## config.mk

```make
export PLATFORM = sky130hd
export DESIGN_NAME = change_dispenser
export DESIGN_NICKNAME = d
export VERILOG_FILES = /design/src/rtl/change_dispenser.sv
export SDC_FILE = /design/constraint.sdc
export NUM_CORES = 1
export LEC_CHECK = 0
export ABC_AREA = 1
export BUFFER_PORTS_ARGS = -buffer_cell sky130_fd_sc_hd__buf_2
export CORE_ASPECT_RATIO = 1.75
export CORE_MARGIN = 1.5
export CORE_UTILIZATION = 35
export DETAILED_ROUTE_END_ITERATION = 7
export PLACE_DENSITY = 0.65
export SYNTH_ARGS = -nofsm -noshare
export SYNTH_HDL_FRONTEND = slang
export SYNTH_SLANG_ARGS = --single-unit
```

## constraint.sdc

```tcl
create_clock -name clk -period 3.9 [get_ports clk]
set_input_delay 0.39 -clock clk [delete_from_list [all_inputs] [get_ports clk]]
set_output_delay 0.39 -clock clk [all_outputs]
set_load 0.03 [all_outputs]
```

## src/rtl/change_dispenser.sv

```systemverilog
// Ticket/coin dispenser: ejects tickets then greedy 10/5/1 change over 4-phase req/ack handshakes.
// Optional ack watchdog enabled by defining CHANGE_TIMEOUT_EN.
module change_dispenser #(
  parameter int ACK_TIMEOUT = 255
) (
  input  logic        clk,
  input  logic        rst,
  input  logic        start,
  input  logic [3:0]  tickets,
  input  logic [7:0]  change,
  input  logic [2:0]  hop_empty,
  input  logic        clr,
  output logic        tkt_req,
  input  logic        tkt_ack,
  output logic        coin_req,
  output logic [1:0]  coin_sel,
  input  logic        coin_ack,
  output logic        busy,
  output logic        done,
  output logic        fault,
  output logic [3:0]  rem_tkt,
  output logic [7:0]  rem_change,
  output logic [11:0] rem_bcd
);

  typedef enum logic [2:0] {
    S_IDLE, S_TKT_REQ, S_TKT_REL, S_COIN_SEL, S_COIN_REQ, S_COIN_REL, S_DONE, S_FAULT
  } state_t;

  state_t      r_state;
  logic [3:0]  w_tkt_clamp;
  logic [1:0]  w_sel;
  logic [7:0]  w_cur_val;
  logic        w_timeout;

  assign w_tkt_clamp = (tickets > 4'd9) ? 4'd9 : tickets;

  // Greedy pick with fallback to smaller coins when a hopper is empty.
  always_comb begin
    w_sel = 2'b00;
    if (rem_change >= 8'd10 && !hop_empty[2])     w_sel = 2'b11;
    else if (rem_change >= 8'd5 && !hop_empty[1]) w_sel = 2'b10;
    else if (!hop_empty[0])                       w_sel = 2'b01;
  end

  always_comb begin
    case (coin_sel)
      2'b11:   w_cur_val = 8'd10;
      2'b10:   w_cur_val = 8'd5;
      2'b01:   w_cur_val = 8'd1;
      default: w_cur_val = 8'd0;
    endcase
  end

  assign rem_bcd = {4'(rem_change / 8'd100), 4'((rem_change / 8'd10) % 8'd10), 4'(rem_change % 8'd10)};

`ifdef CHANGE_TIMEOUT_EN
  localparam int TW = $clog2(ACK_TIMEOUT + 1);
  logic [TW-1:0] r_timer;
  logic          w_hs_wait;

  // True while a handshake state is still waiting for its ack edge; drops on every state change.
  assign w_hs_wait = (r_state == S_TKT_REQ  && !tkt_ack)  || (r_state == S_TKT_REL  && tkt_ack) ||
                     (r_state == S_COIN_REQ && !coin_ack) || (r_state == S_COIN_REL && coin_ack);
  assign w_timeout = w_hs_wait && (r_timer == TW'(ACK_TIMEOUT));

  always_ff @(posedge clk) begin
    if (!rst || !w_hs_wait) r_timer <= '0;
    else                    r_timer <= r_timer + TW'(1);
  end
`else
  assign w_timeout = 1'b0 && (ACK_TIMEOUT > 0);
`endif

  always_ff @(posedge clk) begin
    if (!rst) begin
      r_state    <= S_IDLE;
      tkt_req    <= 1'b0;
      coin_req   <= 1'b0;
      coin_sel   <= 2'b00;
      busy       <= 1'b0;
      done       <= 1'b0;
      fault      <= 1'b0;
      rem_tkt    <= '0;
      rem_change <= '0;
    end else begin
      done <= 1'b0;
      if (w_timeout) begin
        r_state  <= S_FAULT;
        tkt_req  <= 1'b0;
        coin_req <= 1'b0;
        coin_sel <= 2'b00;
        busy     <= 1'b0;
        fault    <= 1'b1;
      end else begin
        case (r_state)
          S_IDLE: if (start) begin
            rem_tkt    <= w_tkt_clamp;
            rem_change <= change;
            busy       <= 1'b1;
            if (w_tkt_clamp != 4'd0) begin
              tkt_req <= 1'b1;
              r_state <= S_TKT_REQ;
            end else begin
              r_state <= S_COIN_SEL;
            end
          end
          S_TKT_REQ: if (tkt_ack) begin
            tkt_req <= 1'b0;
            rem_tkt <= rem_tkt - 4'd1;
            r_state <= S_TKT_REL;
          end
          S_TKT_REL: if (!tkt_ack) begin
            if (rem_tkt != 4'd0) begin
              tkt_req <= 1'b1;
              r_state <= S_TKT_REQ;
            end else begin
              r_state <= S_COIN_SEL;
            end
          end
          S_COIN_SEL: begin
            if (rem_change == 8'd0) begin
              done    <= 1'b1;
              r_state <= S_DONE;
            end else if (w_sel != 2'b00) begin
              coin_req <= 1'b1;
              coin_sel <= w_sel;
              r_state  <= S_COIN_REQ;
            end else begin
              // Shortfall stays in rem_change for the display.
              busy    <= 1'b0;
              fault   <= 1'b1;
              r_state <= S_FAULT;
            end
          end
          S_COIN_REQ: if (coin_ack) begin
            coin_req   <= 1'b0;
            coin_sel   <= 2'b00;
            rem_change <= rem_change - w_cur_val;
            r_state    <= S_COIN_REL;
          end
          S_COIN_REL: if (!coin_ack) r_state <= S_COIN_SEL;
          S_DONE: begin
            busy    <= 1'b0;
            r_state <= S_IDLE;
          end
          S_FAULT: if (clr) begin
            fault      <= 1'b0;
            rem_tkt    <= '0;
            rem_change <= '0;
            r_state    <= S_IDLE;
          end
          default: r_state <= S_IDLE;
        endcase
      end
    end
  end

endmodule

```

Word-level counts from Yosys, hierarchy flattened
Index checks and enable logic that the tools add are counted.
Operators by class
  $add $sub $neg: 2
  $mul: 0
  div/mod/pow operators: 4
  $lt $le $gt $ge: 3
  equal/unequal tests: 21
  shift-type cells: 0
  multiplexer cells: 47
  bitwise logic cells: 0
  reductions and logical operators: 23
Operators with widths (count)
  $mux W8: 3
  $pmux W3 S8: 1
  $pmux W4 S3: 2
  $pmux W8 S3: 1
  $ne A2 B2 Y1 const B: 11
  $reduce_and A4 Y1: 5
  $mux W2: 9
  $mux W3: 6
  $mod A8 B4 Y8 const B: 2
  $mux W1: 16
  $mux W4: 4
  $eq A3 B3 Y1 const B: 4
  $reduce_and A6 Y1: 2
  $reduce_bool A3 Y1: 4
  $div A8 B4 Y8 const B: 1
  $div A8 B7 Y8 const B: 1
  $ge A8 B3 Y1 const B: 1
  $ge A8 B4 Y1 const B: 1
  $logic_not A8 Y1: 1
  $reduce_bool A4 Y1: 2
  $sub A8 B8 Y8: 1
  $eq A3 B2 Y1 const B: 2
  $pmux W1 S3: 2
  $reduce_bool A2 Y1: 3
  11 further kinds: 15
Word-level totals
  register bits after elaboration: 22
  latch bits: 0
  bits in writable memories: 0
  bits in read-only memories: 0
  input port bits: 21
  output and inout port bits: 31
  logic and storage cells: 109
  memories: 0

Longest topological paths before layout
  word-level depth: 8
  depth in mapped cells: 29

Least setup slack after synthesis
No wires, ideal clock.
  path type: register to output
  start: register rem_change[5]
  end: output rem_bcd[7]
  arrival time: 3.357 ns
  required time: 3.510 ns
  path slack: 0.153 ns
  cell stages (with the launch flop): 22
  buffers on the path: 1
  cells stage by stage: dfxtp_1 buf_2 nand2_1 nand2_1 inv_2 nand2_1 nand2_1 a21oi_4 nand2_4 nand2_4 inv_2 a21oi_1 inv_1 nand2_4 nand2_1 nand2_1 inv_1 ha_1 nand3b_1 nand2_1 nand2_1 nand2_1
Between the ends
  cells in the longest elaborated chain, start to end: 2
Ends and longest elaborated chain
  start: declaration: RTL line 22  | output logic [7:0] rem_change,
  start signal: assignment: RTL line 99  | rem_change <= change;
  start signal: assignment: RTL line 139  | rem_change <= rem_change - w_cur_val;
  $div A8 B4 Y8: RTL line 55  | assign rem_bcd = {4'(rem_change / 8'd100), 4'((rem_change / 8'd10) % 8'd10), 4'(rem_change % 8'd10)};
  $mod A8 B4 Y8: RTL line 55
  end: declaration: RTL line 23  | output logic [11:0] rem_bcd
Every way passes these cells.

Worst setup path after layout
  start: register rem_change[6]
  end: output rem_bcd[7]
Same word-level chain as after synthesis.

==> run_results.csv <==
group,metric,value,unit
status,status,"completed",
layout,n_fill_cell,652,
yosys,ys_seq_area_share,20.1,%
grt,antenna_found_initial,0,
clock_tree,cts_buffers,3,
yosys,syn_inst,339,
clock_tree,cts_num_sinks,22,
layout,drive_gt1_share,25.1,%
timing,worstMarginPinSlew,0.514,ns
routing,routed_wl,5930,um
yosys,synth-edff-count,0,
layout,fin_nets,419,
min_path,holdPathStages,3,
clock_tree,clock_latency,0.27,ns
timing,period_needed,3.64,ns
floorplanning,die-width,62.8,um
clock_tree,cts_tree,"yes",
worst_setup_path,cp.arrival,3.25,ns
timing,hold_viol_final,0,
clock_tree,cts_root_buf,"clkbuf_8",
floorplanning,die-area,0.00675,mm^2
place,globalplace.congestion,0.865,
worst_setup_path,r2r_end,"rem_change[4]$_SDFFE_PN0P_",
yosys,ys.warnings.count,0,
routing,routedWlPerCell,12.8,um
timing,fmax,0.275,GHz
floorplanning,initial_utilization,36.6,%
worst_setup_path,critPathKind,"flip-flop to output port",
grt,grt_overflow,0,
place,port_buffers,49,
clock_tree,cts_max_path_buffers,2,
clock_tree,htreeDepth,1,
yosys,ys_ff_latch,22,
worst_setup_path,r2r_start,"coin_sel[0]$_SDFFE_PN0P_",
timing,rsz0062_at_grt,"no",
timing,setup_violations,0,
floorplanning,coreArea,0.00597,mm^2
grt,grt_max_degree,18,
yosys,synth_area,0.00219,mm^2
timing,fin_tns_setup,0,ns
worst_setup_path,cp.required,3.51,ns
grt,grt_pass1_vias,2346,
min_path,hold_end,"r_state[0]$_SDFFE_PN0P_",
timing,slew_viol_final,0,
place,dpl.hpwl,4950,um
worst_setup_path,r2r_slack,1.42,ns
routing,antenna_left,0,
flow_run,maxCapViolCount,0,
yosys,synthDistinctLibCells,45,
timing,relSlewSlack,65.5,%
clock_tree,cts_hold_buf,0,
routing,dr.pass1.iters,4,
grt,grt_pass1_wl,10100,um
clock_tree,cts.clk_slew.worst_paths,0.08,ns
worst_setup_path,critPathLaunchType,"flip-flop",
yosys,synth_area_per_cell,6.45,um^2
worst_setup_path,cp_max_fo,7,
worst_setup_path,r2r_cells,15,
timing,finalCritPeriodShare,93.4,%
routing,vias_per_cell,5.13,
yosys,ys.flop_type,"dfxtp_1",
routing,remaining_drc_errors,0,
routing,drt_iter0_markers,55,
timing,clock_skew,0.00446,ns
layout,antenna-diode-count,0,
min_path,hp-class,"input pin to flip-flop",
min_path,min_from,"rst",
yosys,async_flop_share,0,%
floorplanning,die_y,108,um
floorplanning,io_pins,52,
routing,via_count,2381,
layout,area_growth,17.4,%
grt,grt_usage,18.4,%
floorplanning,row_count,37,
worst_setup_path,crit_path_end_kind,"output port",
[timing repair]
item | CTS | global route
endpoints found under the setup margin | 0 | 2
buffers inserted | 0 | 0
resized for setup | 0 | 8
endpoints found under the hold margin | 0 | 0
[cell usage after synthesis (all sizes together) (3+ instances only)]
master | n | area [um^2]
inv | 61 | 229
nand2 | 75 | 357
o211ai | 3 | 27.5
a211oi | 12 | 90.1
nand4 | 3 | 18.8
clkbuf | 3 | 11.3
a21oi | 21 | 128
ha | 10 | 125
a221oi | 5 | 43.8
a31oi | 3 | 18.8
o21bai | 3 | 22.5
nor3 | 7 | 35.0
o21ai | 18 | 101
nand3 | 29 | 185
dfxtp | 22 | 440
nor2 | 39 | 156
buf | 4 | 27.5
[how the worst max path moves through the flow]
stage | from | endpoint | slack [ns] | cells past startpoint
global placement | rem_change[5]$_SDFFE_PN0P_ | rem_bcd[7] | 0.57 | 25
floorplan | rem_change[5]$_SDFFE_PN0P_ | rem_bcd[7] | 0.15 | 21
global route | rem_change[7]$_SDFFE_PN0P_ | rem_bcd[7] | 0.03 | 27
CTS | rem_change[5]$_SDFFE_PN0P_ | rem_bcd[7] | 0.11 | 25
finish | rem_change[6]$_SDFFE_PN0P_ | rem_bcd[7] | 0.26 | 24
detailed placement | rem_change[5]$_SDFFE_PN0P_ | rem_bcd[7] | 0.42 | 25
[routing by layer]
layer | GRT usage (%) | vias to the layer above | wire length (um)
met5 | 0 | - | 0
met2 | 38.9 | 54 | 3460
li1 | - | 1219 | -
met3 | 2.41 | 8 | 216
met1 | 17.2 | 1100 | 2150
met4 | 6.83 | 0 | 100
[worst max-delay path: stages (launching register included)]
cell and delay, ns:
dfxtp_2 0.38, nor2_4 0.16, inv_1 0.08, o211ai_2 0.30, nand3_4 0.12, nand2_4 0.09, nand2_4 0.07, nand2_2 0.08
nand3_2 0.10, nand2_4 0.11, nand2_4 0.07, nand2_2 0.08, nand3_2 0.09, nand2_2 0.11, nand3_4 0.12, nand2_4 0.09
nand2_1 0.08, nand2_1 0.08, inv_1 0.05, ha_1 0.18, nand3b_1 0.16, nand2_1 0.08, nand2_1 0.06, nand2_1 0.05
buf_2 0.18
[final cells by class]
class	count	area, um^2	share of cell area (%)
well taps	78	97.6	3.80
flip-flops and latches	22	450	17.5
inverters	62	233	9.06
clock buffers	4	55.1	2.14
repair buffers	49	245	9.55
multi-input cells	249	1490	57.9
[cells by family (layout without fill, tap and decap cells)]
family,Yosys count,count (layout),synth area share (%)
and+or+nand+nor,158,158,35.9
AOI/OAI and AO/OA,74,74,23.1
buffers and inverters,69,115,12.4
DFF,22,22,20.1
adders and majority gates,11,11,6.64
xor gates and xnor gates,4,4,1.60
other,1,2,0.171
[stage by stage]
stage / util, % / hold slack, ns / cells / setup WS [ns] / area, um^2
2_1_floorplan: - / 0.528 / 340 / 0.153 / 2190
3_3_place_gp: 41.8 / 0.451 / 460 / 0.573 / 2490
3_5_place_dp: 41.8 / 0.464 / 460 / 0.418 / 2490
4_1_cts: 42.7 / 0.406 / 464 / 0.106 / 2550
5_1_grt: 43.0 / 0.422 / 464 / 0.0302 / 2570
6_report: 43.0 / 0.410 / 464 / 0.258 / 2570
[sequential cells by signal, indices dropped and copies added, names as in the netlist]
signal	flops
r_state	3
coin_sel	2
rem_change	8
tkt_req	1
rem_tkt	4
fault	1
busy	1
done	1
coin_req	1
[placed cells by master, fill, tap and decap left out, drive strengths merged]
| cell | netlist | final |
|---|---|---|
| o2111ai | 1 | 1 |
| ha | 10 | 10 |
| fa | 1 | 1 |
| nor4 | 2 | 2 |
| nand3 | 29 | 29 |
| o211ai | 3 | 3 |
| nand4 | 3 | 3 |
| a31oi | 3 | 3 |
| a31o | 1 | 1 |
| a21oi | 21 | 21 |
| nor2 | 39 | 39 |
| xnor2 | 2 | 2 |
| a21o | 1 | 1 |
| o22ai | 2 | 2 |
| nand2 | 75 | 75 |
| o21ai | 18 | 18 |
| or3 | 1 | 1 |
| inv | 61 | 61 |
| clkbuf | 3 | 4 |
| buf | 4 | 49 |
| o21bai | 3 | 3 |
| o311ai | 1 | 1 |
| conb | 1 | 2 |
| nand3b | 2 | 2 |
| a221oi | 5 | 5 |
| a21boi | 1 | 1 |
| a211oi | 12 | 12 |
| dfxtp | 22 | 22 |
| clkinv | 1 | 1 |
| xor2 | 2 | 2 |
| o32ai | 1 | 1 |
| nor3 | 7 | 7 |
| o21a | 1 | 1 |
Power is not shown: default switching activity piles up to over one toggle a cycle in this logic, so the estimate is an artifact.
